**src/rtl/truth_table_sweeper.sv**
```systemverilog
// truth_table_sweeper
//   Exhaustive tester for a 4-input / 1-output combinational circuit. It walks
//   rows 0..15 on in1..in4 (in1 = MSB). Each row is held SETTLE_CYCLES cycles
//   plus one sample cycle. At the end of the sample cycle dut_out is compared
//   against TRUTH_TABLE[15-row].
//
//   Ports:
//     clk, rst        rising-edge clock, synchronous active-high reset
//     start, abort    begin a sweep (IDLE only) / cancel a sweep and clear results
//     dut_out         output of the circuit under test
//     in1..in4        circuit inputs, registered
//     busy, done      sweep in progress / one-cycle completion pulse
//     row_idx         row currently applied
//     mismatch        bit 15-r set when row r mismatched (MSB-first like TRUTH_TABLE)
//     fail_count      number of mismatching rows (0..16)
//     pass            completed sweep had no mismatches; valid with done
module truth_table_sweeper #(
    parameter logic [15:0] TRUTH_TABLE   = 16'hB8AD,
    parameter int unsigned SETTLE_CYCLES = 4
) (
    input  logic        clk,
    input  logic        rst,
    input  logic        start,
    input  logic        abort,
    input  logic        dut_out,
    output logic        in1,
    output logic        in2,
    output logic        in3,
    output logic        in4,
    output logic        busy,
    output logic        done,
    output logic [3:0]  row_idx,
    output logic [15:0] mismatch,
    output logic [4:0]  fail_count,
    output logic        pass
);

    typedef enum logic [1:0] {IDLE, SETTLE, SAMPLE, DONE} state_t;

    localparam logic [7:0] SETTLE_LOAD = 8'(SETTLE_CYCLES);

    state_t      state, state_d;
    logic [7:0]  cnt, cnt_d;
    logic [3:0]  row_d;
    logic [3:0]  in_d;
    logic        busy_d, done_d, pass_d;
    logic [15:0] mismatch_d;
    logic [4:0]  fail_d;

    always_comb begin
        state_d    = state;
        cnt_d      = cnt;
        row_d      = row_idx;
        mismatch_d = mismatch;
        fail_d     = fail_count;
        pass_d     = pass;

        case (state)
            IDLE: begin
                row_d = 4'd0;
                if (start) begin
                    mismatch_d = 16'd0;
                    fail_d     = 5'd0;
                    pass_d     = 1'b0;
                    cnt_d      = SETTLE_LOAD;
                    state_d    = SETTLE;
                end
            end
            SETTLE: begin
                cnt_d = cnt - 8'd1;
                // <= rather than == keeps an illegal load of 0 from hanging here.
                if (cnt <= 8'd1)
                    state_d = SAMPLE;
            end
            SAMPLE: begin
                // ~row_idx is 15-row_idx: the table is stored MSB-first.
                if (dut_out != TRUTH_TABLE[~row_idx]) begin
                    mismatch_d = mismatch | (16'h8000 >> row_idx);
                    fail_d     = fail_count + 5'd1;
                end
                if (row_idx == 4'd15) begin
                    // pass must be valid in the same cycle as done, so it is
                    // taken from the count that includes this final sample.
                    pass_d  = (fail_d == 5'd0);
                    row_d   = 4'd0;
                    state_d = DONE;
                end else begin
                    row_d   = row_idx + 4'd1;
                    cnt_d   = SETTLE_LOAD;
                    state_d = SETTLE;
                end
            end
            DONE: begin
                row_d   = 4'd0;
                state_d = IDLE;
            end
            default: state_d = IDLE;
        endcase

        // Abort wins over everything, including a same-cycle start.
        if (abort) begin
            state_d    = IDLE;
            cnt_d      = 8'd0;
            row_d      = 4'd0;
            mismatch_d = 16'd0;
            fail_d     = 5'd0;
            pass_d     = 1'b0;
        end

        // Outputs are registered, so they are derived from the next state.
        busy_d = (state_d == SETTLE) || (state_d == SAMPLE);
        done_d = (state_d == DONE);
        in_d   = busy_d ? row_d : 4'd0;
    end

    always_ff @(posedge clk) begin
        if (rst) begin
            state              <= IDLE;
            cnt                <= 8'd0;
            row_idx            <= 4'd0;
            {in1, in2, in3, in4} <= 4'd0;
            busy               <= 1'b0;
            done               <= 1'b0;
            mismatch           <= 16'd0;
            fail_count         <= 5'd0;
            pass               <= 1'b0;
        end else begin
            state              <= state_d;
            cnt                <= cnt_d;
            row_idx            <= row_d;
            {in1, in2, in3, in4} <= in_d;
            busy               <= busy_d;
            done               <= done_d;
            mismatch           <= mismatch_d;
            fail_count         <= fail_d;
            pass               <= pass_d;
        end
    end

endmodule

```
**config.mk**
```make
export PLATFORM = sky130hd
export DESIGN_NAME = truth_table_sweeper
export DESIGN_NICKNAME = d
export VERILOG_FILES = /design/src/rtl/truth_table_sweeper.sv
export SDC_FILE = /design/constraint.sdc
export NUM_CORES = 1
export LEC_CHECK = 0
export ABC_AREA = 1
export BUFFER_PORTS_ARGS = -buffer_cell sky130_fd_sc_hd__buf_2
export CORE_MARGIN = 2
export CORE_UTILIZATION = 59
export CTS_BUF_LIST = sky130_fd_sc_hd__clkbuf_8 sky130_fd_sc_hd__clkbuf_16
export CTS_CLUSTER_SIZE = 14
export DETAILED_ROUTE_END_ITERATION = 16
export PLACE_DENSITY_LB_ADDON = 0.12
export RECOVER_POWER = 100
export REMOVE_ABC_BUFFERS = 1
export SETUP_SLACK_MARGIN = 0.5
export SLEW_MARGIN = 10
export SYNTH_ARGS = -nofsm -noshare
export SYNTH_HDL_FRONTEND = slang
export SYNTH_SLANG_ARGS = --single-unit
```
**constraint.sdc**
```tcl
create_clock -name clk -period 2.76 [get_ports clk]
set_clock_uncertainty 0.05 [all_clocks]
set_input_delay 0.414 -clock clk [delete_from_list [all_inputs] [get_ports clk]]
set_output_delay 0.414 -clock clk [all_outputs]
set_load 0.03 [all_outputs]
```
# Word-level counts from Yosys, hierarchy flattened
# Memory sizes are Yosys's and may differ from the RTL's.
# Index checks and enable logic that the tools add are counted.
# W data, S select, Z words.
dict set report word_totals {
  regBits 42
  mem_bits_ro 16
  n_memories 1
}
# memory depth width read_ports rd_clocked_by_memory_dff write_ports line
set mem_list {}
lappend mem_list {{(name not given)} 16 1 1 0 0 77} ;# if (dut_out != TRUTH_TABLE[~row_idx]) begin
dict set report op_classes {
  add_sub_neg 3
  n_lt_le_gt_ge 2
  n_eq_ne 12
  shift 1
  mux 22
  n_bitwise 3
  reduce_logical 12
}
# operator count
set op_table {}
lappend op_table {{$mux W16} 2}
lappend op_table {{$pmux W16 S2} 1}
lappend op_table {{$pmux W8 S3} 1}
lappend op_table {{$mux W8} 2}
lappend op_table {{$or A16 B16 Y16} 1}
lappend op_table {{$shr A16 B4 Y16 const A} 1}
lappend op_table {{$mux W5} 3}
lappend op_table {{$pmux W5 S2} 1}
lappend op_table {{$reduce_and A3 Y1} 3}
lappend op_table {{$eq A2 B2 Y1 const B} 4}
lappend op_table {{$le A8 B1 Y1 const B} 1}
lappend op_table {{$mux W2} 4}
lappend op_table {{$mux W4} 2}
lappend op_table {{$ne A2 B2 Y1 const B} 4}
lappend op_table {{$pmux W2 S4} 1}
lappend op_table {{$pmux W4 S2} 1}
lappend op_table {{$sub A8 B1 Y8 const B} 1}
lappend op_table {{$reduce_or A2 Y1} 3}
lappend op_table {{$add A5 B1 Y5 const B} 1}
lappend op_table {{$logic_not A5 Y1} 1}
lappend op_table {{$lt A4 B5 Y1 const B} 1}
lappend op_table {{$add A4 B1 Y4 const B} 1}
lappend op_table {{$eq A2 B1 Y1 const B} 2}
lappend op_table {{$eq A4 B4 Y1 const B} 1}
lappend op_table {{other kinds (10)} 12}

# Depth between registers and ports, before layout
# Gate-level depths: netlist of the first run.
dict set report depth {
  ltp_word 9
  mapped_depth 12
  ltp_nobuf 12
}

# Worst setup path before layout of the first run
# Ideal clock, no wire load.
dict set report synth_timing {
  path_type {reg-to-reg}
  startpoint {register row_idx[0]}
  endpoint {register mismatch[2]}
  setup_time_ns 0.121
  arrival_time_ns 1.708
  setup_slack_ns 0.881
  stages_incl_launch_ff 10
  path_buffers 1
  period_less_slack_ns 1.879
  cell_sequence {dfxtp_1 -> inv_1 -> ha_1 -> nand2_1 -> nand3_2 -> nand3_2 -> nand3_4 -> buf_8 -> nand3_1 -> a21oi_1}
}
dict set report synth_between {
  elab_chain_len 6
  elab_cells_between_ends 10
}
# element line
set synth_lines {}
lappend synth_lines {{start: declaration} 32} ;# output logic [3:0] row_idx,
lappend synth_lines {{start signal: assignment} 130} ;# row_idx <= row_d;
lappend synth_lines {{$not A4 Y4} 77}
lappend synth_lines {{$mem_v2 Z16 W1} --}
lappend synth_lines {{$mux W1 (implied by the code)} 77}
lappend synth_lines {{$ne A1 B1 Y1} 77}
lappend synth_lines {{$ne A2 B2 Y1 (no line)} --}
lappend synth_lines {{$reduce_and A3 Y1 (no line)} --}
lappend synth_lines {{end signal: assignment} 134} ;# mismatch <= mismatch_d;
lappend synth_lines {{end: declaration} 33} ;# output logic [15:0] mismatch,
# Parallel ways exist; a longest one is shown, timed or not. The select of a mux whose other input is x is not followed.
# A chain may end at the register's enable or synchronous reset.

# Worst setup path in the final report of the first run
dict set report layout_timing {
  startpoint {register row_idx[0]}
  endpoint {register mismatch[12]}
}
# Same word-level chain as after synthesis.

==> impl_metrics.json, run 1 <==
{
  "final_nets": 333,
  "drv_slew": 0,
  "areaGrowthSynthToFinish_pct": 10.1,
  "final_layout_size_suffix_gt1_share_pct": 7.84,
  "rr_endpoint": "mismatch[12]",
  "insertion_delay_ps": 290,
  "drt-total-wl_um": 4140,
  "grt_max_degree": 17,
  "hold_depth": 2,
  "grt_usage_pct": 22.0,
  "dp_hpwl_um": 3090,
  "antenna_found_initial": 0,
  "leakage_uw": 0.000892,
  "vdd_drop_max_v": 0.000303,
  "syn_area_um2": 2120,
  "cts_tree": "built",
  "end_kind": "flip-flop",
  "ys_ff_latch": 42,
  "ios": 37,
  "grt_pass1_wl_um": 7270,
  "fmax_mhz": 447,
  "finalHoldViolCount": 0,
  "drtIter0Drc": 93,
  "clkTransAtPathRegs_ps": 70,
  "start_kind": "flip-flop",
  "post-route-period-util_pct": 81.1,
  "cap_violations": 0,
  "wl_per_cell_um": 11.4,
  "arrival_ps": 2410,
  "tns_ps": 0,
  "synth_top_area_share_pct": 39.7,
  "hold_end": "state[1]",
  "synthTopCellsByArea": "dfxtp_1 40%, inv_1 7.6%, nor2_1 6.6%, a21oi_1 6.4%, nand3_1 6.1%",
  "avgSynthCellArea_um2": 7.53,
  "grt_setup_unrepaired": "false",
  "grt_pass1_vias": 1709,
  "clock_path_buffers": 2,
  "powerDensity_nw_per_um2": 478,
  "postCtsHoldBufs": 0,
  "crit_path_max_fanout": 16,
  "yosys_warnings": 0,
  "worst_slew_pin_slew_ps": 630,
  "holdCritPathClass": "in2reg",
  "core_um2": 3390,
  "cts_resized": 0,
  "io_buffers": 36,
  "status": "completed",
  "numClockSinks": 42,
  "gp_routability_congestion": 0.906,
  "setup_viol": 0,
  "post_cts_buffers": 0,
  "root_buffer": "clkbuf_8",
  "rows": 21,
  "synth-seq-area-share_pct": 39.7,
  "path_class": "reg2reg",
  "antenna_cells": 0,
  "grt.overflow.total": 0,
  "cts_inserted_buffers": 5,
  "r2r_slack_ps": 520,
  "dieArea_um2": 4080,
  "placedInstanceArea_um2": 2310,
  "dr.pass1.iters": 4,
  "crit_required_ps": 2930,
  "layout_commonest_cell": "inv_1",
  "htreeDepth": 2,
  "design_area_um2": 2330,
  "layout_common_cells": "44 x inv_1, 42 x dfxtp_1, 37 x nor2_1, 37 x nand2_1, 32 x clkbuf_1",
  "fin_crit_ps": 2240,
  "ys_types": 31,
  "r2r-start": "row_idx[0]",
  "slew_headroom_pct": 57.9,
  "synth_top_cell_by_area": "dfxtp_1",
  "r2r_cells": 9,
  "syn_inst": 281,
  "via_per_inst": 5.16,
  "fillCellCount": 327,
  "vias": 1882,
  "ant_nets": 0,
  "die_x_um": 63.9,
  "die-height_um": 63.9,
  "initial_core_util_pct": 62.5,
  "worstHoldStart": "abort",
  "drc": 0
}
routing by layer:
metal / global-route usage [%] / vias up / wire length [µm]
li1: - / 985 / -
met1: 28.8 / 850 / 2000
met2: 35.5 / 41 / 1910
met3: 4.93 / 6 / 183
met4: 7.88 / 0 / 55
met5: 0 / - / 0
critical path, stage by stage (launching register included):
cell and delay [ps]:
dfxtp_1 440, inv_1 150, ha_1 230, nand2_1 100, nand3_1 140, nand2_1 160
nand2_4 80, nand3_1 450, nand4_1 190, a21oi_1 170
worst max-delay path by stage:
stage,cells past startpoint,end,slack (ps),from
final,9,mismatch[12],520,row_idx[0]
after floorplan,12,pass,870,row_idx[0]
after global routing,9,mismatch[12],320,row_idx[0]
after detailed placement,12,in2,840,cnt[0]
after global placement,12,in4,930,cnt[0]
after CTS,12,in2,810,cnt[0]
power by group:
| group | internal, µW | switching, µW | total [µW] |
|---|---|---|---|
| registers | 614 | 6.55 | 620 |
| logic | 28.6 | 71.5 | 100 |
| clock network | 198 | 196 | 394 |
cell families after synthesis:
kind of cell / share of synthesized area (%)
and+or+nand+nor: 32.0
AOI/OAI and AO/OA: 10.3
buffers and inverters: 10.5
adders and majority gates: 5.91
xor gates and xnor gates: 1.66
DFF: 39.7
per-stage QoR:
stage	util [%]	hold slack (ps)	cells	setup slack, ps	total power, µW
4_1_cts	70.8	268	365	813	1130
3_3_place_gp	68.1	384	357	929	736
2_1_floorplan	-	373	274	873	713
6_report	68.8	278	365	522	1110
5_1_grt	68.8	294	365	318	1170
3_5_place_dp	68.1	390	357	836	738
synth_stat cells:
cell	number
nand3_4	1
nor3_1	5
inv_2	2
nand3_1	26
buf_2	1
inv_1	43
xor2_1	3
clkbuf_1	3
nand2_1	34
nand2_4	2
o21ai_0	7
xnor2_1	1
o22ai_1	3
buf_8	1
nand2_2	3
a41oi_1	1
nand3b_1	5
o21ai_1	1
nor2_2	2
o21a_1	1
clkbuf_8	1
buf_4	1
nand3_2	7
nand4_1	8
or2_0	1
ha_1	10
nor2_8	1
o211ai_1	1
a21oi_1	27
nor2_1	37
dfxtp_1	42
cell type report:
cell class              count  area [µm²]  share of cell area [%]
clock buffers               6        82.6                    3.54
clock inverters             2        8.76                   0.376
inverters                  45         169                    7.25
multi-input cells         187        1020                    44.0
flip-flops and latches     42         841                    36.1
well taps                  46        57.6                    2.47
repair buffers             37         148                    6.33
registers in the layout, indices dropped and copies added (netlist names):
name and cells:
busy 1, cnt 8, done 1, fail_count 5, in1 1, in2 1
in3 1, in4 1, mismatch 16, pass 1, row_idx 4, state 2
Note: power is estimated with default switching activity, not from simulation.
==> inputs of run 2 (changes only) <==
--- a/config.mk
+++ b/config.mk
@@ -8,7 +8,7 @@
 export ABC_AREA = 1
 export BUFFER_PORTS_ARGS = -buffer_cell sky130_fd_sc_hd__buf_2
 export CORE_MARGIN = 2
-export CORE_UTILIZATION = 59
+export CORE_UTILIZATION = 50
 export CTS_BUF_LIST = sky130_fd_sc_hd__clkbuf_8 sky130_fd_sc_hd__clkbuf_16
 export CTS_CLUSTER_SIZE = 14
 export DETAILED_ROUTE_END_ITERATION = 16
==> constraint.sdc (replaced) <==
create_clock -name clk -period 1.8 [get_ports clk]
set_clock_uncertainty 0.05 [all_clocks]
set_input_delay 0.27 -clock clk [delete_from_list [all_inputs] [get_ports clk]]
set_output_delay 0.27 -clock clk [all_outputs]
set_load 0.03 [all_outputs]
==> run 2 against run 1 <==
  * The flow now finishes with violations (negative setup slack)
  * Hold slack lost 160 ps
  * Wire length grew 19%
  * Register-to-register slack lost 580 ps
  * Global-route usage shrank 0.47 points
  * Largest cell class unchanged
==> impl_metrics.json, run 2 (synthesis gave the netlist of run 1 again) <==
{
  "status": "finished, violations left",
  "violations": "negative setup slack",
  "comb_power_share_pct": 11.8,
  "slew_headroom_pct": 73.7,
  "clkTransAtPathRegs_ps": 90,
  "holdCritPathClass": "in2reg",
  "crit_required_ps": 1950,
  "vias": 1971,
  "gp_routability_congestion": 0.874,
  "insertion_delay_ps": 310,
  "swShare_pct": 28.6,
  "finalHoldViolCount": 0,
  "layout_common_cells": "37 x dfxtp_1, 36 x inv_1, 34 x nand2_1",
  "top_regs": "mismatch (16), cnt (8), fail_count (5)",
  "switching_power_uw": 514,
  "dr.pass1.iters": 4,
  "placedInstanceArea_um2": 2420,
  "cts_inserted_buffers": 5,
  "numClockSinks": 42,
  "intPower_uw": 1290,
  "end_kind": "flip-flop",
  "vdd_drop_max_v": 0.000426,
  "power.share.clock_pct": 35.3,
  "die-height_um": 69.1,
  "grt_max_degree": 17,
  "drv_slew": 0,
  "fin_crit_ps": 1860,
  "antenna_cells": 0,
  "arrival_ps": 2010,
  "core_um2": 4030,
  "fmax_mhz": 538,
  "via_per_inst": 5.05,
  "final_layout_size_suffix_gt1_share_pct": 25.3,
  "postCtsHoldBufs": 0,
  "grt.overflow.total": 0,
  "grt_pass1_vias": 1761,
  "drt-total-wl_um": 4920,
  "grt_usage_pct": 21.5,
  "setup_ws_ps": -58.1,
  "rows": 23,
  "grt_pass1_wl_um": 8300,
  "tns_ps": -155,
  "largest_reg_flops": 16,
  "root_buffer": "clkbuf_8",
  "start_kind": "flip-flop",
  "layout_commonest_cell": "dfxtp_1",
  "grt_setup_unrepaired": "true",
  "wl_per_cell_um": 12.6,
  "leakage_uw": 0.00103,
  "cap_violations": 0,
  "setup_viol": 3,
  "areaGrowthSynthToFinish_pct": 27.2,
  "ant_nets": 0,
  "fillCellCount": 385,
  "p_seq_share_pct": 52.9,
  "htreeDepth": 2,
  "report.power.total_uw": 1800,
  "drtIter0Drc": 110,
  "design_area_um2": 2690,
  "dp_hpwl_um": 3220,
  "final_nets": 354,
  "largest_register": "mismatch",
  "io_buffers": 36,
  "post-route-period-util_pct": 103,
  "final_util_pct": 66.9,
  "clock_path_buffers": 2,
  "drc": 0,
  "crit_path_max_fanout": 3,
  "cts_tree": "built",
  "worst_slew_pin_slew_ps": 395,
  "die_x_um": 69.1,
  "ios": 37,
  "antenna_found_initial": 0,
  "dieArea_um2": 4770,
  "initial_core_util_pct": 52.5,
  "path_class": "reg2reg",
  "powerDensity_nw_per_um2": 668
}
[run 2: changes by cell type in the layout (fill, tap and decap cells not counted), sizes merged]
cell,change
buf,+24
clkbuf,-5
clkinv,+1
clkinvlp,+1
inv,-1
nand3,+1
[run 2: final cells by class]
class	instances	area, µm²	area share, %
multi-input cells	188	1200	44.6
flip-flops and latches	42	850	31.5
repair buffers	57	314	11.7
inverters	45	176	6.55
clock buffers	5	68.8	2.55
well taps	50	62.6	2.32
clock inverters	3	21.3	0.790
[run 2: path summary, 6_finish.rpt]
check | startpoint | to | slack [ps] | depth (start not counted)
worst min-delay path | abort | state[1] | 120 | 2
worst max-delay path | cnt[0] | in4 | -60 | 12
worst max register to register | cnt[0] | in4 | -60 | 12
worst min register to register | mismatch[1] | mismatch[1] | 400 | 2
[run 2: routing by layer]
metal	global-route usage (%)	routed length, µm
met1	28.1	2360
met3	4.82	183
met2	34.5	2290
met5	0	0
met4	8.50	83
[run 2: worst max-delay path: stages, from the launching register on]
cell and delay (ps):
dfxtp_4 370, inv_4 60, ha_4 130, nor2_2 40
nor3_2 100, nand4_1 170, o21a_1 230, nor2_1 130
ha_1 250, inv_2 90, nor2_4 40, inv_2 70
nor2_1 40
[run 2: through the flow]
step | hold slack (ps) | worst slack, ps | std cells
after floorplan | 291 | -86.8 | 274
after global placement | 384 | 23.5 | 375
after detailed placement | 388 | -47.7 | 375
after CTS | 108 | -28.5 | 388
after global routing | 117 | -172 | 390
final | 120 | -58.1 | 390
[run 2: power by group through the flow]
stage | sequential, µW | combinational [µW] | clock, µW
after global routing | 954 | 238 | 677
final | 952 | 213 | 636
after CTS | 951 | 203 | 642
after floorplan | 977 | 116 | 0
after global placement | 972 | 172 | 0
after detailed placement | 973 | 174 | 0
[run 2: what timing repair did]
action	4_1_cts	5_1_grt
setup buffers	4	2
pin swaps	16	9
endpoints found under the setup margin	45	46
gates resized for setup	52	12
cloned	1	0
